`src/rtl/mem_sequencer.sv`:
```
// Fetch/execute sequencer that shares one single-port memory between instruction
// fetch and load/store, with a per-access wait timeout that latches a sticky bus error.
module mem_sequencer #(
    parameter int TIMEOUT = 15
) (
    input  logic        clk,
    input  logic        reset,
    input  logic [31:0] pc,
    output logic [31:0] instr,
    input  logic        dm_req,
    input  logic        dm_we,
    input  logic [31:0] dm_addr,
    input  logic [31:0] dm_wdata,
    output logic [31:0] dm_rdata,
    output logic        stall,
    output logic        mem_req,
    output logic        mem_we,
    output logic [31:0] mem_addr,
    output logic [31:0] mem_wdata,
    input  logic [31:0] mem_rdata,
    input  logic        mem_ready,
    output logic        bus_err,
    output logic [31:0] instret
);

    // FETCH: instruction read | EXEC: commit or data access | WB: data commit | HALT: bus error
    typedef enum logic [1:0] {S_FETCH, S_EXEC, S_WB, S_HALT} state_t;

    localparam int WW = (TIMEOUT < 1) ? 1 : $clog2(TIMEOUT + 1);

    state_t        state_q;
    logic [WW-1:0] wait_q;
    logic [31:0]   instr_q;
    logic [31:0]   dm_rdata_q;
    logic          bus_err_q;
    logic [31:0]   instret_q;

    logic          fetch_act;
    logic          data_act;
    logic          commit;
    logic          wait_tc;
    logic [WW-1:0] wait_d;
    logic [31:0]   instret_d;

    assign fetch_act = (state_q == S_FETCH);
    assign data_act  = (state_q == S_EXEC) && dm_req;
    assign commit    = !reset && (((state_q == S_EXEC) && !dm_req) || (state_q == S_WB));
    assign wait_tc   = (wait_q == WW'(TIMEOUT));
    assign wait_d    = wait_q + WW'(1);
    assign instret_d = instret_q + 32'd1;

    // Request strobes are gated by reset so an in-flight access drops the moment reset asserts.
    assign mem_req   = !reset && (fetch_act || data_act);
    assign mem_we    = !reset && data_act && dm_we;
    assign mem_addr  = data_act ? dm_addr : (fetch_act ? pc : 32'd0);
    assign mem_wdata = data_act ? dm_wdata : 32'd0;
    assign stall     = !commit;

    assign instr     = instr_q;
    assign dm_rdata  = dm_rdata_q;
    assign bus_err   = bus_err_q;
    assign instret   = instret_q;

    always_ff @(posedge clk or posedge reset) begin
        if (reset) begin
            state_q    <= S_FETCH;
            wait_q     <= '0;
            instr_q    <= 32'd0;
            dm_rdata_q <= 32'd0;
            bus_err_q  <= 1'b0;
            instret_q  <= 32'd0;
        end else begin
            if (commit) begin
                instret_q <= instret_d;
            end
            case (state_q)
                S_FETCH: begin
                    if (mem_ready) begin
                        instr_q <= mem_rdata;
                        wait_q  <= '0;
                        state_q <= S_EXEC;
                    end else if (wait_tc) begin
                        bus_err_q <= 1'b1;
                        state_q   <= S_HALT;
                    end else begin
                        wait_q <= wait_d;
                    end
                end
                S_EXEC: begin
                    if (!dm_req) begin
                        state_q <= S_FETCH;
                    end else if (mem_ready) begin
                        if (!dm_we) begin
                            dm_rdata_q <= mem_rdata;
                        end
                        wait_q  <= '0;
                        state_q <= S_WB;
                    end else if (wait_tc) begin
                        bus_err_q <= 1'b1;
                        state_q   <= S_HALT;
                    end else begin
                        wait_q <= wait_d;
                    end
                end
                S_WB: begin
                    state_q <= S_FETCH;
                end
                S_HALT: begin
                    state_q <= S_HALT;
                end
                default: begin
                    state_q <= S_HALT;
                end
            endcase
        end
    end

endmodule

```
`config.mk`:
```
export PLATFORM = sky130hd
export DESIGN_NAME = mem_sequencer
export DESIGN_NICKNAME = d
export VERILOG_FILES = /design/src/rtl/mem_sequencer.sv
export SDC_FILE = /design/constraint.sdc
export NUM_CORES = 1
export LEC_CHECK = 0
export ABC_CLOCK_PERIOD_IN_PS = 4500
export CORE_ASPECT_RATIO = 1.5
export CORE_UTILIZATION = 34
export DETAILED_ROUTE_END_ITERATION = 7
export GPL_TIMING_DRIVEN = 0
export PLACE_DENSITY = 0.77
export SETUP_SLACK_MARGIN = 0.02
export SLEW_MARGIN = 15
export SYNTH_ARGS = -nofsm -noshare
export SYNTH_HDL_FRONTEND = slang
export SYNTH_SLANG_ARGS = --single-unit
export TNS_END_PERCENT = 5
```
`constraint.sdc`:
```
create_clock -name clk -period 4.5 [get_ports clk]
set_input_delay 1.125 -clock clk [delete_from_list [all_inputs] [get_ports clk]]
set_output_delay 1.125 -clock clk [all_outputs]
set_load 0.1 [all_outputs]
```
==> results.md, run 1 <==
- Walking the worst path, the cells encountered are clkdlybuf4s50_1, and3b_1, clkbuf_1, and2_1, dlygate4sd2_1.
- The ratio of cells with drive above 1 in the final layout is 21.8%.
- The largest area contributor in the synthesized netlist is sky130_fd_sc_hd__dfrtp_1.
- The overall die height is 148 um.
- The number of antenna violations at the first check in global routing is 4.
- The row count is 53.
- The final hold violation count came to 0.
- The share of flip-flops with an asynchronous set or reset after synthesis is 100%.
- The most used flip-flop cell after synthesis is sky130_fd_sc_hd__dfrtp_1.
- During synthesis, Yosys emitted a total of 0 warnings.
- The H-tree was split into 3 levels.
- The number of nets produced by synthesis is 523.
- After the first detailed-routing iteration, the DRC count stood at 132.
- After legalization and detailed placement, the total HPWL measured 14.7 mm.
- Ranked by total cell area, the synthesized netlist is headed by sky130_fd_sc_hd__dfrtp_1 (53%), sky130_fd_sc_hd__mux2_2 (15%), sky130_fd_sc_hd__a22o_1 (5.8%), sky130_fd_sc_hd__xnor2_1 (4.7%), sky130_fd_sc_hd__and2_1 (4.4%).
- The largest net degree at the start of global routing is 39.
- STA classifies the critical path endpoint as an output port.
- Along the worst hold path, the cell count comes to 1.
- After floorplanning, the core was sized to cover 13900 um^2.
- The worst-case headroom to the max-slew limit is 29.8%.
- The final number of max-transition violations is 0.
- The cell area after placement is 8050 um^2.
- The CTS root buffer is sky130_fd_sc_hd__clkbuf_16.
- Once the floorplan was initialized, standard cells occupied 34.7% of the core.
- The filler-free cell count of the finished design is 869.
- Setup repair after global routing left no endpoint under its margin.
- The maximum clock insertion buffer count is 2.
- The number of nets in the final layout is 832.
- For this run the aggregate overflow at the end of global routing stands at 0.
- The nature of the critical path startpoint is a primary input.
- The number of I/O port buffers is 295.
- Setup violations remaining at the end of the flow were counted as 0.
- For this design, the slowest cell found on the critical path is sky130_fd_sc_hd__dlygate4sd2_1.
- The critical path contains buffers and inverters numbering 3 combined.
- For this run, the slowest stage of the critical path takes 0.91 ns.
- The routed layout has 4410 vias.
- Final hold analysis gives a worst-case slack of 0.484 ns.
- In this run the critical register-to-register path is launched from state_q[1].
- Setup slack on the worst reg-to-reg path comes out at 2.33 ns.
- The worst min-delay path startpoint is instret[31].
- The die covers 14700 um^2.
- The length in cells of the worst reg-to-reg path is 6.
- The via density per instance is 5.07.
- The share of Yosys cell area claimed by the top area cell type is 53.4%.
- The arrival time at the worst endpoint is 3.27 ns.
- The worst flop-to-flop path endpoint is instr[10].
- Synthesis produced 388 cells.
- Static timing analysis puts the maximum clock frequency at 228 MHz.
- The floorplan step set the die width to 99.3 um.
- The first global-routing pass estimated 26.5 mm of wire.
- The run finished with clean final reports.
- STA puts the critical path data required time at 3.38 ns.
- The total area of sequential cells is 2580 um^2.
- The total non-filler cell area in the finished layout is 8080 um^2.
- The detail route stage leaves a number of antenna-violating nets equal to 0.
- Dividing the synthesized area by the synthesized cell count gives 12.4 um^2.
- The number of global-route vias before repair is 4663.
- The area of the multi-input gates is 2130 um^2.
- Including well taps, the total number of placed cells is 851.
- Counting distinct cell types in the post-synthesis netlist gives 41.
- The clock period could shrink to 4.39 ns.
- The worst setup path is of the primary input to output port kind.
- The number of enable flip-flop cells after synthesis is 0.
- The overall fraction of global-route tracks in use is 24.4%.
- For hold timing, the worst endpoint is instret[31].
- The slew at the pin with the worst max-slew slack is 1.06 ns.
- The clock tree from TritonCTS is done.
- Sorting the synthesized cells by how often they occur yields sky130_fd_sc_hd__dfrtp_1 (103), sky130_fd_sc_hd__mux2_2 (63), sky130_fd_sc_hd__and2_1 (34), sky130_fd_sc_hd__a22o_1 (32), sky130_fd_sc_hd__xnor2_1 (26).
- The layout has 1198 filler cells.
- The post-cts hold buffer count is 0.
- For this design the top-level I/O count stands at 297.
- The number of clock sinks is 103.
- The most common cell in the netlist is sky130_fd_sc_hd__dfrtp_1.
- The area of the mapped netlist is 4830 um^2.
- The max-cap violation count is 0.
- After synthesis, flip-flops and latches occupy 53.4% of the total area.
- The clock buffer count from CTS is 9.
- The routed design has 17.7 mm of wire.
- In the final routed layout, each cell accounts on average for 20.3 um.
- For the final database, setup skew stands at 0.00879 ns.
- The remaining design rule violation count is 0.
- The type of the most critical hold path is flip-flop to flip-flop.
- Before antenna repair, the detailed router went through 4 iterations.
- The number of storage elements in the synthesis netlist is 103.
- The congestion estimate from routability-driven global placement came to 0.885.
- After clock tree synthesis, the clock-pin slew on the worst setup and hold paths is 0.07 ns.
- Of all nets on the critical path, the largest fanout is 10.
- The clock latency on the worst-skew pair is 0.34 ns.
- On the critical path the largest part of the delay comes from buffers and inverters.
- Dividing the final minimum period by the clock period gives 97.7%.
- The layout overhead on the synthesized area is 67.4%.
[kinds of logic (layout without fill, tap and decap cells)]
group                    after synthesis  after routing  synth area share, %
AND/OR/NAND/NOR                      105            105                 12.4
flip-flops                           103            103                 53.4
multiplexers                          66             66                 15.4
AO/OA/AOI/OAI                         53             53                 10.2
XOR/XNOR                              31             31                 5.63
buffers and inverters                 28            342                 2.46
adder cells (fa/ha/maj)                2              2                0.518
other                                  0              2                    0
[what timing repair did]
action,4_1_cts,5_1_grt
pin swaps,0,0
setup endpoints to repair,67,58
buffers inserted,0,0
gates resized for setup,240,44
[layout by cell type (no fill, tap or decap), drive strengths merged, types with 3 or more instances in the layout]
cell           count
inv                4
nor2              10
a21oi              5
xnor2             26
o2bb2ai            3
mux2              65
nand3             19
and3               7
xor2               5
dfrtp            103
dlygate4sd2       10
clkbuf            30
nand4              8
clkinvlp           4
buf               60
nand2             11
a22o              32
and4               3
a2111oi            3
clkdlybuf4s50    228
clkdlybuf4s15      5
and2              34
[registers in the layout (all words and copies together) (netlist names)]
| register | flops |
|---|---|
| bus_err | 1 |
| wait_q | 4 |
| instr | 32 |
| state_q | 2 |
| dm_rdata | 32 |
| instret | 32 |
[final cells by class]
cell class | instances | share of cell area [%]
repair buffers | 298 | 34.0
multi-input cells | 257 | 26.4
clock buffers | 11 | 3.00
inverters | 4 | 0.232
plain buffers | 24 | 1.32
clock inverters | 5 | 0.527
diodes | 2 | 0.0620
flip-flops and latches | 103 | 31.9
well taps | 165 | 2.56
[through the flow]
step / TNS (ns) / utilization [%] / setup slack [ns]
global placement: -32.72 / 57.4 / -2.04
floorplan: 0 / - / 0.0344
finish: 0 / 58.0 / 0.105
global route: 0 / 58.0 / 0.0283
CTS: 0 / 58.7 / 0.0210
detailed placement: -32.87 / 57.8 / -0.661
[per-layer routing]
metal  vias to the layer above  track usage [%]  wire length [um]
met2                       233             43.9              9290
met3                        31             6.62              1350
li1                       2001                -                 -
met1                      2143             26.6              6370
met5                         -                0                13
met4                         2             10.7               637
[how the worst max path moves through the flow]
| stage | start | to | slack [ns] | depth (start not counted) |
|---|---|---|---|---|
| final | dm_req | mem_wdata[2] | 0.11 | 5 |
| after global placement | reset | mem_we | -2.04 | 4 |
| after CTS | dm_req | mem_wdata[20] | 0.02 | 6 |
| after global routing | dm_req | mem_wdata[4] | 0.03 | 5 |
| after detailed placement | dm_req | mem_addr[6] | -0.66 | 6 |
| after floorplan | reset | mem_we | 0.03 | 2 |
Power of run 1 is not shown: default switching activity piles up to over one toggle a cycle in this logic, so the estimate is an artifact.
==> run 2: changes to the inputs <==
--- a/config.mk
+++ b/config.mk
@@ -10,7 +10,7 @@
 export CORE_UTILIZATION = 34
 export DETAILED_ROUTE_END_ITERATION = 7
 export GPL_TIMING_DRIVEN = 0
-export PLACE_DENSITY = 0.77
+export PLACE_DENSITY_LB_ADDON = 0.12
 export SETUP_SLACK_MARGIN = 0.02
 export SLEW_MARGIN = 15
 export SYNTH_ARGS = -nofsm -noshare
==> run 2 against run 1 <==
Count of clock-buffer cells in the layout fell by 2. Critical path depth rose by 1. Fmax fell by 1.5%. Sequential cell count did not move. First-iteration DRC count fell by 29%. Via count fell by 2.9%. Largest cell class unchanged. Worst hold slack got worse by 0.0046 ns. Highest routed layer unchanged. Sequential share of layout area fell by 0.084 points. Wire length fell by 4.4%. Cell count rose by 0.23%. Clock skew fell by 0.0034 ns.
==> results.md, run 2 (synthesized netlist as in run 1, its figures left out) <==
- The run finished with clean final reports.
- The clock buffer count from CTS is 9 (unchanged).
- The start-to-end type of the worst setup path is primary input to output port.
- The number of setup violations in the final report is 0 (unchanged).
- The largest driver fanout on the critical path is 10 (unchanged).
- The final weighted congestion of routability-driven global placement is 0.799 (-9.8%).
- The floorplan die width is 99.3 um (unchanged).
- The placed wire-length estimate after detailed placement is 13.9 mm (-5.6%).
- The final number of max-transition violations is 0 (unchanged).
- The number of nets still failing antenna checks after routing is 0 (unchanged).
- The startpoint identified for the worst register-to-register timing path is state_q[1].
- The hold-critical path endpoint is bus_err.
- The clock transition at the register clock pins on the worst setup and hold paths after CTS is 0.07 ns (about the same).
- Setup repair after global routing could not meet its margin everywhere.
- The post-cts hold buffer count came to 0 (unchanged).
- The maximum clock insertion buffer count came to 2 (unchanged).
- The overall fraction of global-route tracks in use is 23.2% (-1.2 points).
- The number of I/O port buffers is 295 (unchanged).
- The largest net degree at the start of global routing was 36 (-7.7%).
- The overall via count from detail_route was 4282 (-2.9%).
- The row count is 53 (unchanged).
- The number of antenna violations at the first check in global routing was 4 (unchanged).
- The library cell used most frequently in the layout, excluding fill and tap cells, is sky130_fd_sc_hd__clkdlybuf4s50_1.
- The average wire per standard cell is 19.4 um (-4.6%).
- The number of clock sinks was 103 (unchanged).
- The slew at the pin with the worst max-slew slack is 1.09 ns (+0.0285 ns).
- The total iterations of the first detailed-routing run is 4 (unchanged).
- The reg-to-reg setup timing slack is 2.38 ns (+0.05 ns).
- The ratio of cells with drive above 1 in the final layout is 22.0% (+0.25 points).
- The worst-case headroom to the max-slew limit was 27.4% (-2.4 points).
- STA classifies the critical path startpoint as a primary input.
- TritonCTS built the clock tree.
- The overall die height is 148 um (unchanged).
- The number of violations reported at the end of detailed-routing iteration 0 was 94 (-29%).
- The starting density of the core is 34.7% (unchanged).
- The area of the multi-input gates is 2130 um^2 (unchanged).
- The number of H-tree branching levels came to 3 (unchanged).
- The max-cap violation count is 0 (unchanged).
- The number of global-route vias before repair came to 4518 (-3.1%).
- The type of the most critical hold path is flip-flop to flip-flop.
- The number of ports placed on the die boundary is 297 (unchanged).
- The area of the die is 14700 um^2 (unchanged).
- The core outline area was 13900 um^2 (unchanged).
- The final setup skew is 0.00543 ns (-0.00336 ns).
- The arrival time at the worst endpoint came to 3.34 ns (+0.07 ns).
- The number of fillers in the final layout is 1224 (+2.2%).
- The worst endpoint required time is 3.38 ns (about the same).
- The worst setup path is captured at an output port.
- The portion of the clock cycle consumed by the worst path in the final layout was 99.2% (+1.5 points).
- Compared with the post-synthesis result, the final layout area differs by 67.8%.
- The via density per instance is 4.92 (-3.1%).
- The total routed wirelength is 16.9 mm (-4.4%).
- The remaining design rule violation count was 0 (unchanged).
- The root buffer cell chosen for the clock tree is sky130_fd_sc_hd__clkbuf_16.
- The total area of sequential cells is 2580 um^2 (unchanged).
- The final hold violation count is 0 (unchanged).
- The global-route wire length before repair is 25.5 mm (-3.9%).
- In this run the most critical hold path is launched from bus_err.
- The minimum clock period after layout is 4.46 ns (+0.0688 ns).
- The length in cells of the worst reg-to-reg path is 6 (unchanged).
- The total negative setup slack is 0 ns (unchanged).
- The smallest hold slack is 0.479 ns (-0.00456 ns).
- The clock latency on the worst-skew pair is 0.34 ns (about the same).
- The worst flop-to-flop path endpoint is instr[13].
- The top cell types in the final layout, fill and taps aside, are sky130_fd_sc_hd__clkdlybuf4s50_1 (228), sky130_fd_sc_hd__dfrtp_1 (103), sky130_fd_sc_hd__mux2_2 (63).
- The number of nets in the final layout was 833 (+0.12%).
- The hold path depth was 1 (unchanged).
- The highest clock frequency the design can meet was 224 MHz (-1.5%).
- The total grt overflow was 0 (unchanged).
## run 2: cell type report
| cell class | instances | area share (%) |
|---|---|---|
| repair buffers | 298 | 34.0 |
| flip-flops and latches | 103 | 31.8 |
| multi-input cells | 257 | 26.3 |
| clock buffers | 9 | 2.78 |
| well taps | 165 | 2.55 |
| plain buffers | 24 | 1.30 |
| clock inverters | 7 | 0.834 |
| inverters | 4 | 0.232 |
| diodes | 3 | 0.0927 |
| repair inverters | 1 | 0.0618 |
## run 2: how the worst max path moves through the flow
| stage | to | slack, ns | from | cells past startpoint |
|---|---|---|---|---|
| 6_report | mem_addr[22] | 0.04 | dm_req | 6 |
| 3_3_place_gp | mem_we | -2.05 | reset | 4 |
| 5_1_grt | mem_addr[22] | -0.12 | dm_req | 6 |
| 4_1_cts | mem_wdata[26] | -0.22 | dm_req | 6 |
| 3_5_place_dp | mem_addr[9] | -0.70 | dm_req | 6 |
| 2_1_floorplan | mem_we | 0.03 | reset | 2 |
## run 2: stage by stage
stage               area [um^2]  util (%)  setup slack (ns)  std cells
floorplan                  4830         -            0.0344        388
global placement           7990      57.4             -2.05        848
detailed placement         8060      57.9            -0.700        851
CTS                        8180      58.8            -0.215        867
global route               8090      58.1            -0.124        869
finish                     8100      58.2            0.0366        871
## run 2: timing repair
item	4_1_cts	5_1_grt
setup endpoints to repair	67	55
buffers inserted	0	0
gates resized for setup	236	48
cloned	0	1
## run 2: metal layers
layer	GRT usage [%]	vias up	wire length (um)
met5	0	-	12
met4	5.96	2	255
met3	7.57	15	1480
met2	41.0	220	8570
met1	26.8	2032	6570
li1	-	2013	-
## run 2: worst max-delay path, cell delays in order
cell,delay (ns)
sky130_fd_sc_hd__clkdlybuf4s50_1,0.52
sky130_fd_sc_hd__and3b_1,0.22
sky130_fd_sc_hd__clkbuf_1,0.38
sky130_fd_sc_hd__clkbuf_1,0.41
sky130_fd_sc_hd__a22o_1,0.23
sky130_fd_sc_hd__buf_2,0.44
Power of run 2 is left out for the same reason.
==> run 3: changes to the inputs <==
--- a/config.mk
+++ b/config.mk
@@ -6,8 +6,10 @@
 export NUM_CORES = 1
 export LEC_CHECK = 0
 export ABC_CLOCK_PERIOD_IN_PS = 4500
+export CELL_PAD_IN_SITES_DETAIL_PLACEMENT = 0
+export CELL_PAD_IN_SITES_GLOBAL_PLACEMENT = 2
 export CORE_ASPECT_RATIO = 1.5
-export CORE_UTILIZATION = 34
+export CORE_UTILIZATION = 20
 export DETAILED_ROUTE_END_ITERATION = 7
 export GPL_TIMING_DRIVEN = 0
 export PLACE_DENSITY_LB_ADDON = 0.12
==> run 3 against run 2 <==
Non-clock buffer count is the same. Die area up 69%. Cell count grew 17%. Critical path depth fell by 1. Count of clock-buffer cells in the layout grew 2. Design area up 3.1%. Critical endpoint is now mem_wdata[5]. Critical path type unchanged. Via count is 0.77% lower. First-iteration DRC count is 4.3% lower. Setup slack better by 0.13 ns. Core utilization down 23 points. Wire length down 1.1%. Sequential cell count unchanged.
==> results.md, run 3 (synthesized netlist as in run 1, its figures left out) <==
- The average wire per standard cell is 16.4 um (-16%).
- The arrival time at the worst endpoint is 3.20 ns (-0.14 ns).
- The final setup skew is 0.00872 ns (+0.00330 ns).
- The path length in cells of the critical path was 5 (-1).
- The critical path in this run is classified as primary input to output port.
- The worst-case headroom to the max-slew limit is 29.7% (+2.3 points).
- The highest clock frequency the design can meet is 231 MHz (+3.1%).
- The final number of max-transition violations is 0 (unchanged).
- The smallest hold slack was 0.477 ns (-0.00198 ns).
- The worst hold path belongs to the class flip-flop to flip-flop.
- The number of H-tree branching levels is 3 (unchanged).
- Setup repair after global routing left no endpoint under its margin.
- The number of fillers in the final layout is 2404 (+96%).
- The most common cell after layout, fill and taps aside is sky130_fd_sc_hd__clkdlybuf4s50_1.
- The number of I/O port buffers is 295 (unchanged).
- The signal on the critical path passes through clkdlybuf4s50_1, and3b_1, clkbuf_1, and2_1, dlygate4sd2_1.
- The worst endpoint required time is 3.38 ns (about the same).
- The number of setup violations in the final report is 0 (unchanged).
- The maximum clock insertion buffer count is 2 (unchanged).
- The number of gates resized after cts was 265 (+12%).
- The clock buffer count from CTS is 9 (unchanged).
- The overall fraction of global-route tracks in use is 13.6% (-9.6 points).
- The total routed wirelength is 16.7 mm (-1.1%).
- The slew at the pin with the worst max-slew slack is 1.05 ns (-0.0342 ns).
- The largest stage delay on the critical path is 0.87 ns (+0.35 ns).
- The combined buffer and inverter count along the critical path is 3 (-1).
- The largest driver fanout on the critical path is 10 (unchanged).
- The share of the core filled with cells in the final layout is 35.3% (-23 points).
- The number of setup buffers added after CTS was 0 (unchanged).
- The number of ports placed on the die boundary is 297 (unchanged).
- The core outline area was 23700 um^2 (+70%).
- The starting density of the core is 20.4% (-14 points).
- The number of nets still failing antenna checks after routing is 0 (unchanged).
- The remaining design rule violation count is 0 (unchanged).
- The total iterations of the first detailed-routing run was 4 (unchanged).
- The length in cells of the worst reg-to-reg path is 6 (unchanged).
- The via density per instance is 4.16 (-15%).
- The overall via count from detail_route was 4249 (-0.77%).
- The clock transition at the register clock pins on the worst setup and hold paths after CTS is 0.07 ns (about the same).
- The post-placement cell count is 1005 (+18%).
- The clock latency on the worst-skew pair is 0.35 ns (about the same).
- The worst setup path is launched from a primary input.
- The placed wire-length estimate after detailed placement is 13.7 mm (-0.89%).
- The clock tree from TritonCTS is done.
- The area of the die is 24800 um^2 (+69%).
- The final weighted congestion of routability-driven global placement came to 0.904 (+13%).
- The overall die height came to 192 um (+30%).
- The filler-free cell count of the finished design is 1022 (+17%).
- The largest net degree at the start of global routing was 37 (+2.8%).
- The final hold violation count was 0 (unchanged).
- The library cells used most frequently in the layout, excluding fill and tap cells, are sky130_fd_sc_hd__clkdlybuf4s50_1 (228), sky130_fd_sc_hd__dfrtp_1 (103), sky130_fd_sc_hd__mux2_2 (63).
- The number of global-route vias before repair is 4606 (+1.9%).
- The number of violations reported at the end of detailed-routing iteration 0 is 90 (-4.3%).
- The total grt overflow came to 0 (unchanged).
- The total negative setup slack came to 0 ns (unchanged).
- The hold path depth is 1 (unchanged).
- The run finished with clean final reports.
- The ratio of cells with drive above 1 in the final layout is 22.2% (+0.17 points).
- The max-cap violation count was 0 (unchanged).
- In this run the clock root is driven by a sky130_fd_sc_hd__clkbuf_16.
- The floorplan die width is 129 um (+30%).
- The number of antenna violations at the first check in global routing is 1 (-3).
- The portion of the clock cycle consumed by the worst path in the final layout is 96.2% (-3.0 points).
- The post-cts hold buffer count came to 0 (unchanged).
- The row count is 69 (+30%).
- The global-route wire length before repair is 25.1 mm (-1.4%).
- The number of clock sinks is 103 (unchanged).
- The minimum clock period after layout came to 4.33 ns (-0.134 ns).
- The layout overhead on the synthesized area is 73.0%.
- The critical path's slowest cell is sky130_fd_sc_hd__dlygate4sd2_1.
- The endpoint type of the worst setup path is an output port.
- Broken down by cell family, the worst path's largest delay share belongs to buffers and inverters.
- The number of nets in the final layout was 832 (-0.12%).
[run 3: cell count changes in the layout (fill, tap and decap cells not counted), sizes merged]
| cell | before | now |
|---|---|---|
| clkinvlp | 2 | 1 |
| clkbuf | 37 | 27 |
| clkinv | 4 | 5 |
| inv | 6 | 3 |
| clkdlybuf4s18 | 1 | 13 |
| clkdlybuf4s15 | 0 | 4 |
| diode | 3 | 1 |
| buf | 53 | 49 |
[run 3: per-stage QoR]
step | worst slack, ns | instance area [um^2]
after floorplan | 0.0344 | 4830
after detailed placement | -0.898 | 8250
final | 0.171 | 8350
after global routing | 0.0540 | 8350
after CTS | -0.0898 | 8350
after global placement | -2.23 | 8180
[run 3: cell type report]
cell class / count / area, um^2 / area share [%]
multi-input combinational: 257 / 2130 / 25.5
clock inverter: 5 / 32.5 / 0.390
buffer: 24 / 109 / 1.30
antenna: 1 / 2.50 / 0.0300
sequential: 103 / 2580 / 30.9
clock buffer: 11 / 253 / 3.03
timing repair buffer: 298 / 2820 / 33.8
tap: 319 / 399 / 4.78
inverter: 4 / 18.8 / 0.225
[run 3: worst paths after layout]
| path | to | slack [ns] | from |
|---|---|---|---|
| max | mem_wdata[5] | 0.17 | dm_req |
| min | instret[31] | 0.48 | instret[31] |
| max reg2reg | instr[14] | 2.25 | state_q[1] |
| min reg2reg | instret[31] | 0.48 | instret[31] |
| max in group asynchronous | instr[21] | 2.50 | reset |
| min in group asynchronous | instret[21] | 1.29 | reset |
[run 3: routing by layer]
layer / share of wire, % / vias to the layer above / GRT usage [%]
li1: - / 2000 / -
met1: 33 / 2011 / 12.5
met2: 56 / 214 / 26.9
met3: 7.1 / 24 / 3.43
met4: 3.8 / 0 / 7.24
met5: 0 / - / 0
[run 3: worst reg2reg max path: stages (launching register included)]
cell,delay (ns)
sky130_fd_sc_hd__dfrtp_1,0.37
sky130_fd_sc_hd__buf_2,0.17
sky130_fd_sc_hd__nor2_1,0.40
sky130_fd_sc_hd__and2_1,0.21
sky130_fd_sc_hd__clkbuf_1,0.25
sky130_fd_sc_hd__buf_2,0.34
sky130_fd_sc_hd__mux2_2,0.38
Power of run 3 is left out for the same reason.
